<file path="src/rtl/ripple_carry_adder_if.sv">
// ripple_carry_adder_if: operand/result bundle for the registered ripple-carry adder
interface ripple_carry_adder_if #(
    parameter int N = 8
);
    logic         in_valid;
    logic [N-1:0] A;
    logic [N-1:0] B;
    logic         Cin;
    logic [N-1:0] Sum;
    logic         Cout;
    logic         Overflow;
    logic         out_valid;

    modport master (
        output in_valid, A, B, Cin,
        input  Sum, Cout, Overflow, out_valid
    );

    modport slave (
        input  in_valid, A, B, Cin,
        output Sum, Cout, Overflow, out_valid
    );
endinterface

</file>
<file path="src/rtl/ripple_carry_adder.sv">
// ripple_carry_adder: N full-adder cells in a true ripple chain feeding one result register
module ripple_carry_adder #(
    parameter int N = 8
) (
    input logic           clk,
    input logic           rst_n,
    ripple_carry_adder_if.slave bus
);
    logic [N:0]   w_c;
    logic [N-1:0] w_s;
    logic [N-1:0] r_sum;
    logic         r_cout;
    logic         r_ovf;
    logic         r_valid;

    assign w_c[0] = bus.Cin;

    for (genvar i = 0; i < N; i++) begin : g_fa
        assign w_s[i]   = bus.A[i] ^ bus.B[i] ^ w_c[i];
        assign w_c[i+1] = (bus.A[i] & bus.B[i]) | (w_c[i] & (bus.A[i] ^ bus.B[i]));
    end

    // Result fields load only on valid, so idle (possibly X) operands never reach them
    always_ff @(posedge clk) begin
        if (!rst_n) begin
            r_sum   <= '0;
            r_cout  <= 1'b0;
            r_ovf   <= 1'b0;
            r_valid <= 1'b0;
        end else begin
            r_valid <= bus.in_valid;
            if (bus.in_valid) begin
                r_sum  <= w_s;
                r_cout <= w_c[N];
                r_ovf  <= w_c[N] ^ w_c[N-1];
            end
        end
    end

    assign bus.Sum       = r_sum;
    assign bus.Cout      = r_cout;
    assign bus.Overflow  = r_ovf;
    assign bus.out_valid = r_valid;
endmodule

</file>
<file path="src/flat_wrapper.sv">
// flat-port wrapper written by rule: the top's interface ports become plain ports
module ripple_carry_adder_flat 
#(
    parameter int N = 8
)
  (clk, rst_n, bus_in_valid, bus_A, bus_B, bus_Cin, bus_Sum, bus_Cout, bus_Overflow, bus_out_valid);
  ripple_carry_adder_if #(.N(N)) bus_i ();
  input logic clk;
  input logic rst_n;
  input wire logic [$bits(bus_i.in_valid)-1:0] bus_in_valid;
  input wire logic [$bits(bus_i.A)-1:0] bus_A;
  input wire logic [$bits(bus_i.B)-1:0] bus_B;
  input wire logic [$bits(bus_i.Cin)-1:0] bus_Cin;
  output wire logic [$bits(bus_i.Sum)-1:0] bus_Sum;
  output wire logic [$bits(bus_i.Cout)-1:0] bus_Cout;
  output wire logic [$bits(bus_i.Overflow)-1:0] bus_Overflow;
  output wire logic [$bits(bus_i.out_valid)-1:0] bus_out_valid;
  assign bus_i.in_valid = bus_in_valid;
  assign bus_i.A = bus_A;
  assign bus_i.B = bus_B;
  assign bus_i.Cin = bus_Cin;
  assign bus_Sum = bus_i.Sum;
  assign bus_Cout = bus_i.Cout;
  assign bus_Overflow = bus_i.Overflow;
  assign bus_out_valid = bus_i.out_valid;
  ripple_carry_adder #(.N(N)) u_core (.clk(clk), .rst_n(rst_n), .bus(bus_i));
endmodule
</file>
<file path="config.mk">
export PLATFORM = sky130hd
export DESIGN_NAME = ripple_carry_adder_flat
export DESIGN_NICKNAME = d
export VERILOG_FILES = /design/src/rtl/ripple_carry_adder_if.sv /design/src/rtl/ripple_carry_adder.sv /design/src/flat_wrapper.sv
export SDC_FILE = /design/constraint.sdc
export NUM_CORES = 1
export LEC_CHECK = 0
export BUFFER_PORTS_ARGS = -buffer_cell sky130_fd_sc_hd__clkbuf_2
export CAP_MARGIN = 20
export CORE_UTILIZATION = 45
export DETAILED_ROUTE_END_ITERATION = 6
export GPL_TIMING_DRIVEN = 0
export PLACE_DENSITY = 0.8
export SLEW_MARGIN = 10
export SYNTH_ARGS = -nofsm -noshare
export SYNTH_HDL_FRONTEND = slang
export SYNTH_SLANG_ARGS = --single-unit
</file>
<file path="constraint.sdc">
create_clock -name clk -period 6.5 [get_ports clk]
set_input_delay 1.3 -clock clk [delete_from_list [all_inputs] [get_ports clk]]
set_output_delay 1.3 -clock clk [all_outputs]
set_load 0.02 [all_outputs]
</file>
Word level (Yosys, flattened, before mapping)
Cells that the tools add are included.
W data, S select, Z words.
Storage, ports and cells
  memories kept: 0
  bits in read-only memories: 0
  input port bits: 20
  bits in latches: 0
  flip-flop bits (word level): 11
  memory bits (writable): 0
  word-level logic and storage cells: 45
Operators by class
  magnitude comparators: 0
  equality and inequality tests: 0
  reduce and logical (&&, ||, !) cells: 0
  shifts and indexed selects: 0
  div/mod/pow operators: 0
  multiply operators: 0
  bitwise operators: 41
  multiplexer cells: 0
  add/sub/neg operators: 0
Operator list (count)
  $xor A1 B1 Y1: 17
  $and A1 B1 Y1: 16
  $or A1 B1 Y1: 8

Logic depth before layout (Yosys ltp)
Gate-level depths: netlist of run 1.
  depth after elaboration: 18
  gate-level depth with buffers: 13
  mapped depth without buffers: 13

Worst setup path before layout of run 1
OpenSTA, ideal clock, no wires.
  kind: input -> register
  from: input bus_Cin
  to: register u_core.r_sum[7] (netlist: u_core.bus.Sum[7])
  required time: 6.442 ns
  stages on the path: 13
  arrival time: 4.512 ns
  slack: 1.930 ns
  cells stage by stage: fa_1 inv_1 fa_1 inv_1 fa_1 fa_1 fa_1 fa_1 fa_1 inv_1 fa_1 nand2_1 o211a_1
Between the ends
  longest elaborated chain between the ends: 15
Ends and longest elaborated chain
  start, declared: line flat_wrapper.sv:13  | input wire logic [$bits(bus_i.Cin)-1:0] bus_Cin;
  $and A1 B1 Y1: line ripple_carry_adder.sv:20  | assign w_c[i+1] = (bus.A[i] & bus.B[i]) | (w_c[i] & (bus.A[i] ^ bus.B[i]));
  $or A1 B1 Y1: line ripple_carry_adder.sv:20
  $and A1 B1 Y1: line ripple_carry_adder.sv:20
  $or A1 B1 Y1: line ripple_carry_adder.sv:20
  $and A1 B1 Y1: line ripple_carry_adder.sv:20
  $or A1 B1 Y1: line ripple_carry_adder.sv:20
  $and A1 B1 Y1: line ripple_carry_adder.sv:20
  $or A1 B1 Y1: line ripple_carry_adder.sv:20
  $and A1 B1 Y1: line ripple_carry_adder.sv:20
  $or A1 B1 Y1: line ripple_carry_adder.sv:20
  $and A1 B1 Y1: line ripple_carry_adder.sv:20
  $or A1 B1 Y1: line ripple_carry_adder.sv:20
  $and A1 B1 Y1: line ripple_carry_adder.sv:20
  $or A1 B1 Y1: line ripple_carry_adder.sv:20
  $xor A1 B1 Y1: line ripple_carry_adder.sv:19  | assign w_s[i] = bus.A[i] ^ bus.B[i] ^ w_c[i];
  end signal, assigned: line ripple_carry_adder.sv:33  | r_sum <= w_s;
  end, declared: line ripple_carry_adder.sv:11  | logic [N-1:0] r_sum;
Every way passes these cells.
A chain may end at the register's enable or synchronous reset.

Worst setup path in the final report of run 1
Ends and elaborated chain as after synthesis.

==> impl_metrics.json, run 1 <==
{
  "cts_sinks": 11,
  "dieArea_mm2": 0.00146,
  "dp.cells": 94,
  "grt_pass1_vias": 406,
  "final_cells": 98,
  "drt_first_pass_iters": 1,
  "relSlewSlack_pct": 75.8,
  "critPathKind": "input port to flop",
  "avgSynthCellArea_um2": 11.8,
  "netlist_area_um2": 592,
  "cts_root_buf": "clkbuf_4",
  "drc": 0,
  "p_total_w": 0.000171,
  "critPathCaptureType": "flop",
  "worstPathRequired_ns": 6.71,
  "rsz0062_at_grt": "no",
  "max_slew.worst_pin.slew_ns": 0.363,
  "synth_cells": 50,
  "fin_util_pct": 67.1,
  "final_nets": 113,
  "power.leakage_nw": 0.431,
  "final_common_cell": "clkbuf_2",
  "synth_warnings": 0,
  "htree_levels": 1,
  "fmax_mhz": 220,
  "grt_pass1_wl_um": 1570,
  "io_pins": 31,
  "cts_made_buffers": 3,
  "cts_setup_buffers": 0,
  "ant_nets": 0,
  "drv_cap": 0,
  "area_growth_pct": 32.8,
  "period_needed_ns": 4.56,
  "num_vias": 444,
  "ys_ff_latch": 11,
  "drive_above_1_share_pct": 41.7,
  "cts_max_path_buffers": 2,
  "via_per_inst": 4.53,
  "pwr_density_cell_mw_per_mm2": 217,
  "cts_resized": 0,
  "worstPathMaxFanout": 2,
  "fin_crit_sh_pct": 70.1,
  "worstPathArrival_ns": 4.76,
  "overflow": 0,
  "min_path_type": "flop to flop",
  "syn_nets": 78,
  "seq_area_frac_synth_pct": 37.2,
  "dieHeight_um": 38.3,
  "clock_skew_ns": 0,
  "dpl.hpwl_um": 858,
  "drt_iter0_drc": 0,
  "clk_pin_slew_ns": 0.07,
  "initial_core_util_pct": 50.5,
  "synth_cell_types": 12,
  "wl_per_cell_um": 10.5,
  "layout_common_cells": "clkbuf_2, dfxtp_1, fa_1, inv_1, nor2b_1",
  "cts_tree": "built",
  "wl_um": 1030,
  "insertion_delay_ns": 0.26,
  "fp-row-count": 12,
  "numPortBuffers": 30,
  "maxSlewViolCount": 0,
  "peakVddDrop_mv": 0.127,
  "diodes": 0,
  "routabilityCongestion": 0.651,
  "cp-start-kind": "input port",
  "outcome": "complete, no violations",
  "core_mm2": 0.00117,
  "hold_viol": 0,
  "cts_hold_buf": 0,
  "setup_tns_ns": 0,
  "grt_use_total_pct": 15.9,
  "dieWidth_um": 38.3,
  "grt_antenna_before_repair": 0,
  "grt_max_degree": 11,
  "setup_viol": 0
}
-- cell families after synthesis --
kind of cell | after synthesis | share of synthesized area (%)
simple gates | 11 | 10.6
flops | 11 | 37.2
buf+inv | 9 | 6.98
fa+ha+maj | 8 | 27.1
mux | 6 | 10.1
compound gates | 4 | 6.55
xor+xnor | 1 | 1.48
-- final timing paths --
kind                                    startpoint                          endpoint  slack [ns]  cells after the start
hold reg to reg       u_core.bus.Cout$_SDFFE_PN0P_      u_core.bus.Cout$_SDFFE_PN0P_        0.48                      1
setup / recovery                           bus_Cin    u_core.bus.Sum[7]$_SDFFE_PN0P_        1.94                     14
hold / removal        u_core.bus.Cout$_SDFFE_PN0P_      u_core.bus.Cout$_SDFFE_PN0P_        0.48                      1
setup reg to reg  u_core.bus.Overflow$_SDFFE_PN0P_  u_core.bus.Overflow$_SDFFE_PN0P_        5.75                      2
-- flip-flops by register name, summed over array words and instances (netlist names) --
name and cells:
u_core.bus.Cout 1, u_core.bus.Sum 8, u_core.bus.Overflow 1, u_core.bus.out_valid 1
-- critical path, stage by stage --
cell,delay [ns]
clkbuf_2,0.10
fa_1,0.42
inv_1,0.07
fa_1,0.15
inv_1,0.05
fa_1,0.37
fa_1,0.39
fa_1,0.39
fa_1,0.40
fa_1,0.43
inv_1,0.09
fa_1,0.40
nand2_1,0.08
o211a_1,0.12
-- layer usage --
metal / share of wire, % / wire length (um) / global-route usage [%]
met5: 0 / 0 / 0
met1: 39 / 404 / 19.2
met2: 54 / 558 / 27.5
met4: 0 / 0 / 5.36
met3: 6.4 / 66 / 3.49
-- through the flow --
stage | instance area [um^2] | setup slack (ns) | hold slack (ns)
after CTS | 786 | 1.93 | 0.487
after global routing | 786 | 1.80 | 0.502
after global placement | 759 | 1.73 | 0.464
after floorplan | 592 | 1.93 | 0.589
after detailed placement | 759 | 1.66 | 0.470
final | 786 | 1.94 | 0.480
-- cells in the mapped netlist --
master	n	area share, %
dfxtp_1	11	37
fa_1	8	27
inv_1	7	4.4
nor2b_1	7	7.4
mux2i_1	6	10
nand2_1	3	1.9
o211a_1	3	5.1
a22o_1	1	1.5
and2_2	1	1.3
buf_6	1	1.9
clkbuf_1	1	0.63
xnor2_1	1	1.5
-- layout make-up --
cell class | count | area, um^2
Timing Repair Buffer | 30 | 150
Buffer | 2 | 15.0
Fill cell | 104 | 385
Inverter | 7 | 26.3
Sequential cell | 11 | 220
Tap cell | 14 | 17.5
Clock buffer | 4 | 26.3
Multi-Input combinational cell | 30 | 330
-- power by group --
| group | switching (W) | internal, W | total, W |
|---|---|---|---|
| combinational | 0.0000259 | 0.0000225 | 0.0000483 |
| sequential | 0.00000305 | 0.0000742 | 0.0000772 |
| clock | 0.0000216 | 0.0000237 | 0.0000452 |
| total | 0.0000505 | 0.000120 | 0.000171 |
Note: power is estimated with default switching activity, not from simulation.
==> run 2: changes to the inputs <==
Settings changed: ABC_AREA set to 1, CORE_ASPECT_RATIO set to 1.1, CORE_UTILIZATION 45 to 38, PLACE_DENSITY 0.8 to 0.72.
Clock period 6.5 ns to 3.9 ns, I/O delays scaled along.
==> impl_metrics.json, run 2 <==
{
  "outcome": "complete, no violations",
  "numPortBuffers": 30,
  "cts_hold_buf": 0,
  "grt_pass1_wl_um": 1750,
  "multi_input_area_um2": 334,
  "yosysMostFrequentCell": "nor2_1",
  "clock_skew_ns": 0,
  "layout_common_cells": "clkbuf_2, nor2_1, dfxtp_1, nand2_1, inv_1",
  "num_vias": 508,
  "hold_viol": 0,
  "ys_top_cells_by_count": "nor2_1, dfxtp_1, inv_1, nand2_1, fa_1",
  "wl_met2_um": 544,
  "io_pins": 31,
  "dieArea_mm2": 0.00171,
  "dieWidth_um": 39.5,
  "rsz0062_at_grt": "yes",
  "grt_pass1_vias": 477,
  "critPathMostFrequentCell": "fa_2",
  "insertion_delay_ns": 0.26,
  "drv_cap": 0,
  "ys_ff_latch": 11,
  "core_mm2": 0.00140,
  "via_per_inst": 4.34,
  "final_common_cell": "clkbuf_2",
  "drt_iter0_drc": 8,
  "cts_max_path_buffers": 2,
  "synth_area_leaders": "dfxtp_1, fa_1, nor2_1",
  "fin_util_pct": 57.1,
  "setup_slack_ns": 0.0716,
  "cp_cell_sequence": "clkbuf_2 -> fa_2 -> inv_2 -> fa_1 -> inv_1 -> fa_2 -> fa_2 -> fa_2 -> fa_2 -> fa_2 -> inv_2 -> fa_1 -> nand2_1 -> nand2_1 -> nor2_1",
  "fp-row-count": 14,
  "grt_max_degree": 11,
  "fin_crit_sh_pct": 98.2,
  "htree_levels": 1,
  "min_path_type": "flop to flop",
  "synth_warnings": 0,
  "synth_ff_type": "dfxtp_1",
  "overflow": 0,
  "synth_cells": 67,
  "avgSynthCellArea_um2": 8.80,
  "diodes": 0,
  "wl_per_cell_um": 9.43,
  "cts_sinks": 11,
  "power.leakage_nw": 0.424,
  "setup_viol": 0,
  "hold_start": "u_core.bus.Sum[1]$_SDFFE_PN0P_",
  "startpoint": "bus_Cin",
  "fillers": 141,
  "synth_cell_types": 9,
  "wl_um": 1100,
  "critPathCaptureType": "flop",
  "r2r_cells": 2,
  "routabilityCongestion": 0.677,
  "clk_pin_slew_ns": 0.06,
  "dpl.hpwl_um": 852,
  "dieHeight_um": 43.3,
  "worstPathRequired_ns": 4.11,
  "relSlewSlack_pct": 87.2,
  "synth-edff-count": 0,
  "timing.rr.start": "u_core.bus.Overflow$_SDFFE_PN0P_",
  "syn_nets": 95,
  "critPathKind": "input port to flop",
  "grt_use_total_pct": 15.7,
  "max_stage_delay_ns": 0.40,
  "grt_antenna_before_repair": 0,
  "slowest_stage": "fa_2",
  "synth.top_cell.area_share_pct": 37.4,
  "seq_area_frac_synth_pct": 37.4,
  "drt_first_pass_iters": 4,
  "yosysTopAreaCell": "dfxtp_1",
  "pre_cts_ws_ns": -0.184,
  "cts_made_buffers": 3,
  "p_total_w": 0.000286,
  "largest_reg_flops": 8,
  "pwr_density_cell_mw_per_mm2": 357,
  "critical-path-top-delay-family": "adder cells",
  "async_flop_share_pct": 0,
  "worstPathMaxFanout": 3,
  "period_needed_ns": 3.83,
  "area_growth_pct": 35.9,
  "wl_met3_um": 87,
  "maxSlewViolCount": 0,
  "crit_buf_inv": 4,
  "drc": 0,
  "seqCellArea_um2": 220,
  "path_depth": 15,
  "hold_depth": 2,
  "top_layer_used": "met4",
  "cts_tree": "built",
  "peakVddDrop_mv": 0.243,
  "ant_nets": 0,
  "initial_core_util_pct": 42.1,
  "netlist_area_um2": 589,
  "drive_above_1_share_pct": 45.5,
  "worstPathArrival_ns": 4.03,
  "final_nets": 130,
  "fmax_mhz": 261,
  "cts_root_buf": "clkbuf_4",
  "cp-start-kind": "input port",
  "max_slew.worst_pin.slew_ns": 0.192,
  "wl_met1_um": 457
}
## run 2: changes by cell type after synthesis, sizes merged
| cell | before | now |
|---|---|---|
| nor2b | 7 | 0 |
| clkbuf | 1 | 0 |
| o21ai | 0 | 7 |
| xnor2 | 1 | 0 |
| and2 | 1 | 0 |
| buf | 1 | 2 |
| inv | 7 | 9 |
| nor2 | 0 | 21 |
| nand2 | 3 | 9 |
| o211a | 3 | 0 |
| a22o | 1 | 0 |
| mux2i | 6 | 0 |
## run 2: power breakdown
group	internal (W)	total (W)	switching, W
clock	0.0000396	0.0000770	0.0000374
sequential	0.000123	0.000128	0.00000549
combinational	0.0000349	0.0000808	0.0000460
## run 2: worst paths after layout
check                                endpoint  slack [ns]
max            u_core.bus.Sum[7]$_SDFFE_PN0P_        0.07
min            u_core.bus.Sum[1]$_SDFFE_PN0P_        0.48
max reg2reg  u_core.bus.Overflow$_SDFFE_PN0P_        3.29
min reg2reg    u_core.bus.Sum[1]$_SDFFE_PN0P_        0.48
## run 2: cell type report
cell class / count / share of cell area (%)
well taps: 16 / 2.50
flip-flops and latches: 11 / 27.5
inverters: 9 / 4.22
repair buffers: 30 / 18.8
multi-input cells: 45 / 41.7
plain buffers: 2 / 2.03
clock buffers: 4 / 3.28
## run 2: through the flow
| stage | setup TNS [ns] | instance area (um^2) | hold slack (ns) | std cells |
|---|---|---|---|---|
| 6_report | 0 | 801 | 0.476 | 117 |
| 5_1_grt | -0.0911 | 801 | 0.508 | 117 |
| 4_1_cts | 0 | 796 | 0.474 | 117 |
| 3_5_place_dp | -0.235 | 769 | 0.465 | 113 |
| 3_3_place_gp | -0.168 | 769 | 0.459 | 113 |
| 2_1_floorplan | 0 | 599 | 0.544 | 67 |
## run 2: cells by family after synthesis
logic type,synth area share (%)
and+or+nand+nor,19.1
buffers and inverters,8.49
DFF,37.4
adders and majority gates,27.2
AOI/OAI and AO/OA,7.86
## run 2: what timing repair did
item                       CTS  global route
setup endpoints to repair    0             1
resized for setup            0             4
buffers inserted             0             0
## run 2: worst register-to-register path: cells and delay by family, from the launching register on
family / cells / cell delay [ns]
AO/OA/AOI/OAI: 1 / 0.14
flip-flops: 1 / 0.31
AND/OR/NAND/NOR: 1 / 0.06
## run 2: metal layers
layer,GRT usage [%],vias up
met1,16.3,222
met5,0,-
met4,6.21,0
met2,24.9,20
li1,-,264
met3,9.42,2
